File: src/rtl/inst_mem_dumper.sv
// Memory read-back streamer: reads a run of 32-bit words from a synchronous-read port
// and sends each word as four bytes, LSB first, over a valid/ready byte stream.
//
// state  | meaning
// IDLE   | waiting for dump_start; a zero-length request only pulses done
// ADDR   | mem_addr presented, memory samples it this edge
// WAIT   | mem_rdata valid, word captured and first byte launched
// SEND   | bytes held until accepted; last accept moves to next word or finishes
module inst_mem_dumper #(
  parameter int MEM_WIDTH = 2
) (
  input  logic                 CLK,
  input  logic                 reset,
  input  logic                 dump_start,
  input  logic                 dump_abort,
  input  logic [MEM_WIDTH-1:0] start_addr,
  input  logic [MEM_WIDTH:0]   dump_count,
  output logic [MEM_WIDTH-1:0] mem_addr,
  input  logic [31:0]          mem_rdata,
  output logic [7:0]           tx_data,
  output logic                 tx_valid,
  input  logic                 tx_ready,
  output logic                 busy,
  output logic                 done
);

  typedef enum logic [1:0] {
    S_IDLE = 2'd0,
    S_ADDR = 2'd1,
    S_WAIT = 2'd2,
    S_SEND = 2'd3
  } state_t;

  localparam logic [MEM_WIDTH:0] DEPTH = {1'b1, {MEM_WIDTH{1'b0}}};

  state_t               r_state;
  logic [MEM_WIDTH-1:0] r_mem_addr;
  logic [MEM_WIDTH:0]   r_words_left;
  logic [31:0]          r_buf;
  logic [1:0]           r_byte_idx;
  logic [7:0]           r_tx_data;
  logic                 r_tx_valid;
  logic                 r_busy;
  logic                 r_done;

  logic [MEM_WIDTH:0]   w_words_init;
  logic                 w_accept;
  logic [4:0]           w_next_bit;

  // At most one full memory image per request
  assign w_words_init = (dump_count > DEPTH) ? DEPTH : dump_count;
  assign w_accept     = r_tx_valid & tx_ready;
  assign w_next_bit   = {r_byte_idx + 2'd1, 3'b000};

  always_ff @(posedge CLK or posedge reset) begin
    if (reset) begin
      r_state      <= S_IDLE;
      r_mem_addr   <= '0;
      r_words_left <= '0;
      r_buf        <= '0;
      r_byte_idx   <= '0;
      r_tx_data    <= '0;
      r_tx_valid   <= 1'b0;
      r_busy       <= 1'b0;
      r_done       <= 1'b0;
    end else begin
      r_done <= 1'b0;
      if (r_state == S_IDLE) begin
        if (dump_start) begin
          if (dump_count == '0) begin
            r_done <= 1'b1;
          end else begin
            r_mem_addr   <= start_addr;
            r_words_left <= w_words_init;
            r_busy       <= 1'b1;
            r_state      <= S_ADDR;
          end
        end
      end else if (dump_abort) begin
        // Abort wins over any accept presented on the same edge
        r_tx_valid <= 1'b0;
        r_busy     <= 1'b0;
        r_state    <= S_IDLE;
      end else begin
        case (r_state)
          S_ADDR: r_state <= S_WAIT;
          S_WAIT: begin
            r_buf      <= mem_rdata;
            r_tx_data  <= mem_rdata[7:0];
            r_tx_valid <= 1'b1;
            r_byte_idx <= 2'd0;
            r_state    <= S_SEND;
          end
          S_SEND: begin
            if (w_accept) begin
              if (r_byte_idx != 2'd3) begin
                r_tx_data  <= r_buf[w_next_bit +: 8];
                r_byte_idx <= r_byte_idx + 2'd1;
              end else begin
                r_tx_valid   <= 1'b0;
                r_words_left <= r_words_left - (MEM_WIDTH+1)'(1);
                if (r_words_left == (MEM_WIDTH+1)'(1)) begin
                  r_done  <= 1'b1;
                  r_busy  <= 1'b0;
                  r_state <= S_IDLE;
                end else begin
                  r_mem_addr <= r_mem_addr + MEM_WIDTH'(1);
                  r_state    <= S_ADDR;
                end
              end
            end
          end
          default: r_state <= S_IDLE;
        endcase
      end
    end
  end

  assign mem_addr = r_mem_addr;
  assign tx_data  = r_tx_data;
  assign tx_valid = r_tx_valid;
  assign busy     = r_busy;
  assign done     = r_done;

endmodule
File: config.mk
export PLATFORM = sky130hd
export DESIGN_NAME = inst_mem_dumper
export DESIGN_NICKNAME = d
export VERILOG_FILES = /design/src/rtl/inst_mem_dumper.sv
export SDC_FILE = /design/constraint.sdc
export NUM_CORES = 1
export LEC_CHECK = 0
export ABC_CLOCK_PERIOD_IN_PS = 2550
export CAP_MARGIN = 20
export CORE_UTILIZATION = 50
export CTS_CLUSTER_SIZE = 12
export DETAILED_ROUTE_END_ITERATION = 6
export GPL_ROUTABILITY_DRIVEN = 0
export PLACE_DENSITY_LB_ADDON = 0.05
export RECOVER_POWER = 100
export SLEW_MARGIN = 30
export SYNTH_ARGS = -nofsm -noshare
export SYNTH_HDL_FRONTEND = slang
export SYNTH_SLANG_ARGS = --single-unit
File: constraint.sdc
create_clock -name CLK -period 2.55 [get_ports CLK]
set_clock_uncertainty 0.05 [all_clocks]
set_input_delay 0.255 -clock CLK [delete_from_list [all_inputs] [get_ports CLK]]
set_output_delay 0.255 -clock CLK [all_outputs]
set_load 0.1 [all_outputs]
# [Yosys cells after proc, flatten, opt, wreduce, memory -nomap -nowiden]
# Cells that the tools add are included.
# Widths: inputs -> output; s select.
[word_totals] input_bits=42 wordCells=100 ramBits=0 register_bits=52 romBits=0 mem_count=0 latch_bits=0
[op_classes] muxes=50 n_addsub=3 multipliers=0 n_lt_le_gt_ge=1 n_eq_ne=17 n_shift=1 n_reduce_logical=16 n_div=0 bitwise_logic=3
[ops] operator="$mux 2" count=16
[ops] operator="$shiftx 32x6->8" count=1
[ops] operator="$mux 3" count=8
[ops] operator="$mux 1" count=20
[ops] operator="$mux 8" count=2
[ops] operator="$pmux 8 s2" count=1
[ops] operator="$ne 2x2->1 const B" count=7
[ops] operator="$reduce_and 6->1" count=2
[ops] operator="$reduce_bool 3->1" count=4
[ops] operator="$ne 3x3->1 const B" count=3
[ops] operator="$ne 4x4->1 const B" count=2
[ops] operator="$reduce_and 4->1" count=2
[ops] operator="$reduce_and 7->1" count=1
[ops] operator="$pmux 2 s3" count=1
[ops] operator="$reduce_bool 2->1" count=3
[ops] operator="$reduce_and 5->1" count=1
[ops] operator="$add 2x1->2 const B" count=2
[ops] operator="$eq 2x2->1 const B" count=2
[ops] operator="$pmux 2 s2" count=1
[ops] operator="$eq 3x1->1 const B" count=1
[ops] operator="$gt 3x3->1 const B" count=1
[ops] operator="$logic_not 3->1" count=1
[ops] operator="$reduce_and 3->1" count=1
[ops] operator="$sub 3x1->3 const B" count=1
[ops] operator="other kinds (6)" count=7

# [Depth between registers and ports, before layout]
# Gate-level depths: netlist of run 1.
[logic_depth] depth_word=7 ltp_mapped=9

# [Least setup slack after synthesis of run 1]
# No wires, ideal clock.
[synth_path] path_type="register -> register" startpoint="register r_tx_valid (netlist: tx_valid)" endpoint="register r_tx_data[0] (netlist: tx_data[0])" period_less_slack_ns=2.370 setup_ns=0.127 setup_slack_ns=0.180 required_ns=2.373 path_buffers=2 stages_incl_launch_ff=7 t_arrival_ns=2.194 path_cell_list="dfrtp_1 nand2_1 or4_4 buf_6 nor2b_4 buf_6 a221o_1"
[synth_via] elab_chain_len=3
[synth_rtl] item="from (decl)" line_no="42" source="logic r_tx_valid;"
[synth_rtl] item="from (signal assigned)" line_no="63" source="r_tx_valid <= 1'b0;"
[synth_rtl] item="from (signal assigned)" line_no="81" source="r_tx_valid <= 1'b0;"
[synth_rtl] item="from (signal assigned)" line_no="90" source="r_tx_valid <= 1'b1;"
[synth_rtl] item="$and 1x1->1" line_no="52" source="assign w_accept = r_tx_valid & tx_ready;"
[synth_rtl] item="$ne 2x2->1 (no source line)"
[synth_rtl] item="$reduce_and 5->1 (no source line)"
[synth_rtl] item="to (signal assigned)" line_no="89" source="r_tx_data <= mem_rdata[7:0];"
[synth_rtl] item="to (signal assigned)" line_no="97" source="r_tx_data <= r_buf[w_next_bit +: 8];"
[synth_rtl] item="to (decl)" line_no="41" source="logic [7:0] r_tx_data;"
# Every way passes these cells.
# A chain may end at the register's enable or synchronous reset.

# [Final worst setup path of run 1]
[layout_path] startpoint="register r_state[0]" endpoint="register r_tx_data[4] (netlist: tx_data[4])"
[layout_via] elab_chain_len=3
[layout_rtl] item="from (decl)" line_no="36" source="state_t r_state;"
[layout_rtl] item="from (signal assigned)" line_no="57" source="r_state <= S_IDLE;"
[layout_rtl] item="from (signal assigned)" line_no="76" source="r_state <= S_ADDR;"
[layout_rtl] item="from (signal assigned)" line_no="83" source="r_state <= S_IDLE;"
[layout_rtl] item="$eq 2x2->1 / $logic_not 2->1 (equally long branches)" line_no="85, 68"
[layout_rtl] item="$ne 2x2->1 (no source line), or another cell as far along"
[layout_rtl] item="$reduce_and 5->1 (no source line)"
# Several ways; a longest one is shown, not always the timed one.

==> results of run 1 <==
[state kept, by name (all words and copies together) (netlist names), 2 cells and up]
name and count:
r_words_left 3, r_state 2, r_buf 32, r_byte_idx 2, mem_addr 2, tx_data 8
[layout make-up]
| cell class | count | area share [%] |
|---|---|---|
| well taps | 67 | 2.68 |
| repair buffers | 59 | 15.6 |
| flip-flops and latches | 52 | 41.6 |
| inverters | 11 | 1.32 |
| clock buffers | 6 | 2.64 |
| multi-input cells | 117 | 35.8 |
| clock inverters | 2 | 0.439 |
[cell usage in the layout (no fill, tap or decap), types with 2 or more instances in the layout]
cell / instances
a221o_1: 8
nand2b_1: 2
clkbuf_1: 14
clkbuf_8: 6
buf_4: 2
mux2i_1: 2
a22o_1: 3
and2b_1: 7
nand3_1: 3
mux2_2: 33
ha_1: 6
dfrtp_1: 52
nor2_1: 2
clkdlybuf4s50_1: 40
or3_1: 2
a31oi_1: 2
o21ai_0: 6
a21oi_1: 4
mux4_2: 8
nand3b_1: 2
inv_1: 11
nand2_1: 10
[cell families (layout without fill, tap and decap cells)]
logic type	Yosys count	in the layout	synth area share, %
compound gates	31	31	9.86
fa+ha+maj	6	6	2.97
buf+inv	21	78	4.16
flops	52	52	51.5
mux	43	43	22.6
simple gates	37	37	8.87
[power by group]
group          internal, uW  switching [uW]
logic                   709            1220
clock network           223             274
registers              1200             230
total                  2130            1730
[worst reg2reg max path: stages, from the launching register on]
cell	delay, ps
dfrtp_1	400
inv_1	90
ha_1	230
or2_4	280
or4_1	630
nor2b_4	230
a221o_1	320
[through the flow]
stage	cells	area [sq um]	hold WS, ps	setup WS [ps]	power [uW]
3_5_place_dp	306	3100	445	262	3470
2_1_floorplan	190	2530	314	180	2970
6_report	314	3130	462	216	3860
5_1_grt	314	3130	477	97.0	4060
4_1_cts	314	3190	231	335	3970
3_3_place_gp	306	3100	434	335	3380
[metal layers]
layer	GRT usage (%)	part of all wire [%]	up-vias
met5	0	0	-
met4	6.10	0.56	0
met3	4.42	6.3	2
met2	32.3	47	70
met1	30.3	46	861
li1	-	-	812
[worst min-delay path by stage]
stage	start	end	cells after the start
after detailed placement	r_buf[31]	r_buf[31]	1
after CTS	reset	r_buf[30]	2
after global placement	r_buf[1]	r_buf[1]	1
after floorplan	dump_abort	tx_valid	1
after global routing	r_buf[21]	r_buf[21]	1
final	r_buf[0]	r_buf[0]	1
==> qor.yml, run 1 <==
sta:
  rsz0062_at_grt: "no"
  tightest_slew_ps: 1190
  hold_viol: 0
  slew_headroom_pct: 21.2
  max_clock_freq_mhz: 428
  period_share_pct: 91.5
  setup_tns_ps: 0
  drv_slew: 0
  setup_viol: 0
  fin_crit_ps: 2330
synth:
  synth-edff-count: 0
  synth_cell_types: 39
  synthesis.nets: 238
  synth_top_area_share_pct: 51.5
  synthTopCellsByCount: "52 x dfrtp_1, 33 x mux2_2, 11 x inv_1"
  syn-instance-count: 190
  postSynthAreaPerCell_sq_um: 13.3
  synth_area_leader_cell: "dfrtp_1"
  ys_ff_latch: 52
  yosys-top-cells-area: "dfrtp_1 52%, mux2_2 15%, mux4_2 7.1%"
  yosys_warnings: 0
  yosysMostFrequentCell: "dfrtp_1"
  ys_seq_area_share_pct: 51.5
  synth-main-ff-cell: "dfrtp_1"
  synth_area_sq_um: 2530
  async_flop_share_pct: 100
critical_path:
  startpoint: "r_state[0]"
  endpoint_kind: "flop"
  crit_cells: 6
  worstPathCellList: "inv_1, ha_1, or2_4, or4_1, nor2b_4, a221o_1"
  critical_path.max_fanout: 10
  slowest_delay_ps: 630
  crit_slowest_cell: "or4_1"
  crit_buf_inv: 1
  crit_family: "simple AND/OR/NAND/NOR gates"
  start_kind: "flop"
  cp.required_ps: 2690
  crit_end: "tx_data[4]"
  crit_type: "flop to flop"
  arrival_ps: 2470
  r2r-start: "r_state[0]"
  reg2reg_slack_ps: 220
  rr_endpoint: "tx_data[4]"
  reg2reg_depth: 6
power_and_ir_drop:
  peakVddDrop_uv: 679
  power_density_nw_per_um2: 1230
  leakage_uw: 0.00138
die:
  ios: 55
  die_area_sq_um: 5340
  core-area_sq_um: 4790
  row_count: 25
  die_h_um: 73.1
  initial_core_util_pct: 52.8
  die_w_um: 73.1
clock_tree:
  cts_buffer_depth: 2
  cts_inserted_buffers: 5
  cts_tree: "yes"
  cts_root_buf: "clkbuf_8"
  clock_sinks: 52
  cts_setup_buffers: 0
  clk_latency_ps: 300
  path_clk_slew_ps: 90
  cts.repair.resized: 0
  cts_max_level: 2
  postCtsHoldBufs: 0
global_route:
  grt_max_degree: 33
  globalRouteTotalUtil_pct: 21.1
  grt_overflow: 0
  grt_pass1_wl_mm: 8.32
  grt_pass1_vias: 1694
  antenna_found_initial: 0
cells_and_area:
  drive_above_1_share_pct: 23.5
  multiInputGateArea_sq_um: 1120
  fin_util_pct: 65.4
  fin_nets: 294
  layout.area.seq_sq_um: 1300
  nFillCells: 369
  num_antenna_cells: 0
  syn_to_final_growth_pct: 24.0
drt:
  avgRoutedWirePerCell_um: 16.5
  vias: 1745
  drtIter0Drc: 118
  vias_per_cell: 5.56
  drtAntennaViolNets: 0
  first_pass_iters: 4
  drc: 0
  routed_wl_mm: 5.18
placement:
  place_hpwl_mm: 3.85
  io_buffers: 54
hold_path:
  hold_path_class: "flop to flop"
run:
  drv_cap: 0
outcome:
  status: "completed"
Note: power is estimated with default switching activity, not from simulation.
==> inputs of run 2 (changes only) <==
--- a/config.mk
+++ b/config.mk
@@ -13,6 +13,7 @@
 export GPL_ROUTABILITY_DRIVEN = 0
 export PLACE_DENSITY_LB_ADDON = 0.05
 export RECOVER_POWER = 100
+export SKIP_CTS_REPAIR_TIMING = 1
 export SLEW_MARGIN = 30
 export SYNTH_ARGS = -nofsm -noshare
 export SYNTH_HDL_FRONTEND = slang
==> results of run 2 <==
Same layout as run 1: the final DEF is identical, and so are final timing and power.
==> inputs of run 3 (changes only) <==
--- a/config.mk
+++ b/config.mk
@@ -6,7 +6,7 @@
 export NUM_CORES = 1
 export LEC_CHECK = 0
 export ABC_CLOCK_PERIOD_IN_PS = 2550
-export CAP_MARGIN = 20
+export CAP_MARGIN = 15
 export CORE_UTILIZATION = 50
 export CTS_CLUSTER_SIZE = 12
 export DETAILED_ROUTE_END_ITERATION = 6
==> results of run 3 <==
Same layout as run 1: the final DEF is identical, and so are final timing and power.
==> RTL change: new RTL, flow settings as in run 3 <==
`MEM_WIDTH`: 2 -> 4.
--- a/src/rtl/inst_mem_dumper.sv
+++ b/src/rtl/inst_mem_dumper.sv
@@ -8,5 +8,5 @@
 // SEND   | bytes held until accepted; last accept moves to next word or finishes
 module inst_mem_dumper #(
-  parameter int MEM_WIDTH = 2
+  parameter int MEM_WIDTH = 4
 ) (
   input  logic                 CLK,
Interface: changed (resized dump_count, mem_addr and start_addr); port bits go from 55 to 61. No check against the original RTL was run, so the function may have changed too.
==> RTL change against run 3 <==
  * Count of clock-buffer cells in the layout is the same
  * Combinational power grew 22%
  * Area after synthesis grew 13%
  * Total power grew 15%
  * Highest routed layer unchanged
  * Routed wire length grew 15%
  * Critical endpoint is now r_words_left[3]
  * Sequential cell count grew 4
  * Worst setup slack gained 0.20 ns
  * Final area grew 13%
==> RTL change: results <==
metrics = {
    "worst_setup_path": {
        "crit_start": "dump_count[0]",
        "regToRegEndpoint": "r_words_left[3]",
        "crit_slowest_cell": "or4_1",
        "reg2reg_slack_ns": 0.42,
        "end_kind": "flop",
        "reg2reg_depth": 6,
        "path_max_fanout": 8,
        "critical_path.top_delay_family": "simple AND/OR/NAND/NOR gates",
        "arrival_ns": 2.34,
        "critPathMaxStageDelay_ns": 0.57,
        "reg2reg_from": "r_state[0]",
    },
    "timing": {
        "tns_ns": 0,
        "relSlewSlack_pct": 8.14,
    },
    "detailed_routing": {
        "via_per_inst": 5.52,
        "drt_first_pass_iters": 4,
        "first_iter_violations": 104,
        "drt-total-wl_mm": 5.96,
    },
    "synthesis": {
        "yosysSeqAreaShare_pct": 49.1,
        "syn-num-nets": 289,
        "synth_cell_type_count": 49,
        "synth_area_leaders": "dfrtp_1, mux2_2, mux4_2, a21oi_1, mux2i_1",
        "yosysWarnings": 0,
        "synth_common_cells": "dfrtp_1, mux2_2, a21oi_1",
        "async_reset_ff_share_pct": 100,
    },
    "flow_run": {
        "drv_cap": 0,
    },
    "final_layout": {
        "n_antenna_cell": 0,
        "largest_reg_flops": 32,
        "finalNetCount": 352,
        "final_layout_size_suffix_gt1_share_pct": 20.7,
        "fill_cells": 479,
        "top_register": "r_buf",
    },
    "global_routing": {
        "grt_use_total_pct": 22.0,
        "grt_max_degree": 57,
        "grt_pass1_wl_mm": 10.3,
        "antenna_found_initial": 0,
        "grt_pass1_vias": 2119,
    },
    "place": {
        "place_area_sq_um": 3530,
        "dp_hpwl_mm": 4.24,
        "port_buffers": 60,
    },
    "clocking": {
        "clockRootBuffer": "clkbuf_8",
        "clk_pin_slew_ns": 0.10,
        "numCtsBuffers": 5,
        "ctsHtreeMaxLevel": 2,
        "cts.path.max_buffers": 2,
        "insertion_delay_ns": 0.31,
    },
    "status": {
        "status": "complete, no violations",
    },
    "power_and_ir_drop": {
        "ir_drop_v": 0.000999,
        "leakage_nw": 1.45,
    },
    "min_path": {
        "min_path_type": "reg2reg",
    },
}
## RTL change: worst min path at each step
stage                  endpoint       start  slack (ns)  cells after the start
floorplan              tx_valid  dump_abort        0.31                      1
global placement      r_buf[23]   r_buf[23]        0.42                      1
detailed placement    r_buf[23]   r_buf[23]        0.43                      1
CTS                 mem_addr[1]       reset        0.27                      3
global route          r_buf[23]   r_buf[23]        0.45                      1
finish                r_buf[23]   r_buf[23]        0.44                      1
## RTL change: worst register-to-register path, cell delays in order (launching register included)
cell and delay, ns:
dfrtp_1 0.40, inv_1 0.09, ha_1 0.31, inv_1 0.13
o2111ai_1 0.24, and2_0 0.37, o32a_2 0.44
## RTL change: metrics by stage
step / std cells / hold WS [ns] / setup slack, ns / util, %
after floorplan: 236 / 0.314 / 0.236 / -
after global placement: 364 / 0.416 / 0.321 / 64.1
after detailed placement: 364 / 0.425 / 0.298 / 64.1
after CTS: 372 / 0.266 / 0.533 / 65.8
after global routing: 372 / 0.449 / 0.235 / 64.1
final: 372 / 0.444 / 0.413 / 64.1
## RTL change: logic make-up (layout without fill, tap and decap cells)
family / Yosys count / in the layout / share of synthesized area, %
mux: 49 / 49 / 22.1
flops: 56 / 56 / 49.1
compound gates: 47 / 47 / 11.2
buf+inv: 27 / 91 / 4.69
fa+ha+maj: 7 / 7 / 3.07
simple gates: 50 / 50 / 9.86
## RTL change: layout make-up
type / count / area share, %
flip-flops and latches: 56 / 39.7
multi-input cells: 153 / 37.1
repair buffers: 71 / 16.7
well taps: 72 / 2.55
clock buffers: 6 / 2.34
inverters: 12 / 1.28
clock inverters: 2 / 0.284
## RTL change: layer usage
| metal | routed length (um) | track usage, % |
|---|---|---|
| met2 | 3000 | 37.7 |
| met4 | 62 | 6.42 |
| met3 | 232 | 3.65 |
| met1 | 2670 | 28.8 |
| met5 | 0 | 0 |
## RTL change: report_power, final
group | switching, mW | internal (mW) | total [mW]
clock | 0.282 | 0.218 | 0.500
combinational | 1.49 | 0.872 | 2.36
sequential | 0.278 | 1.31 | 1.59
total | 2.05 | 2.40 | 4.45
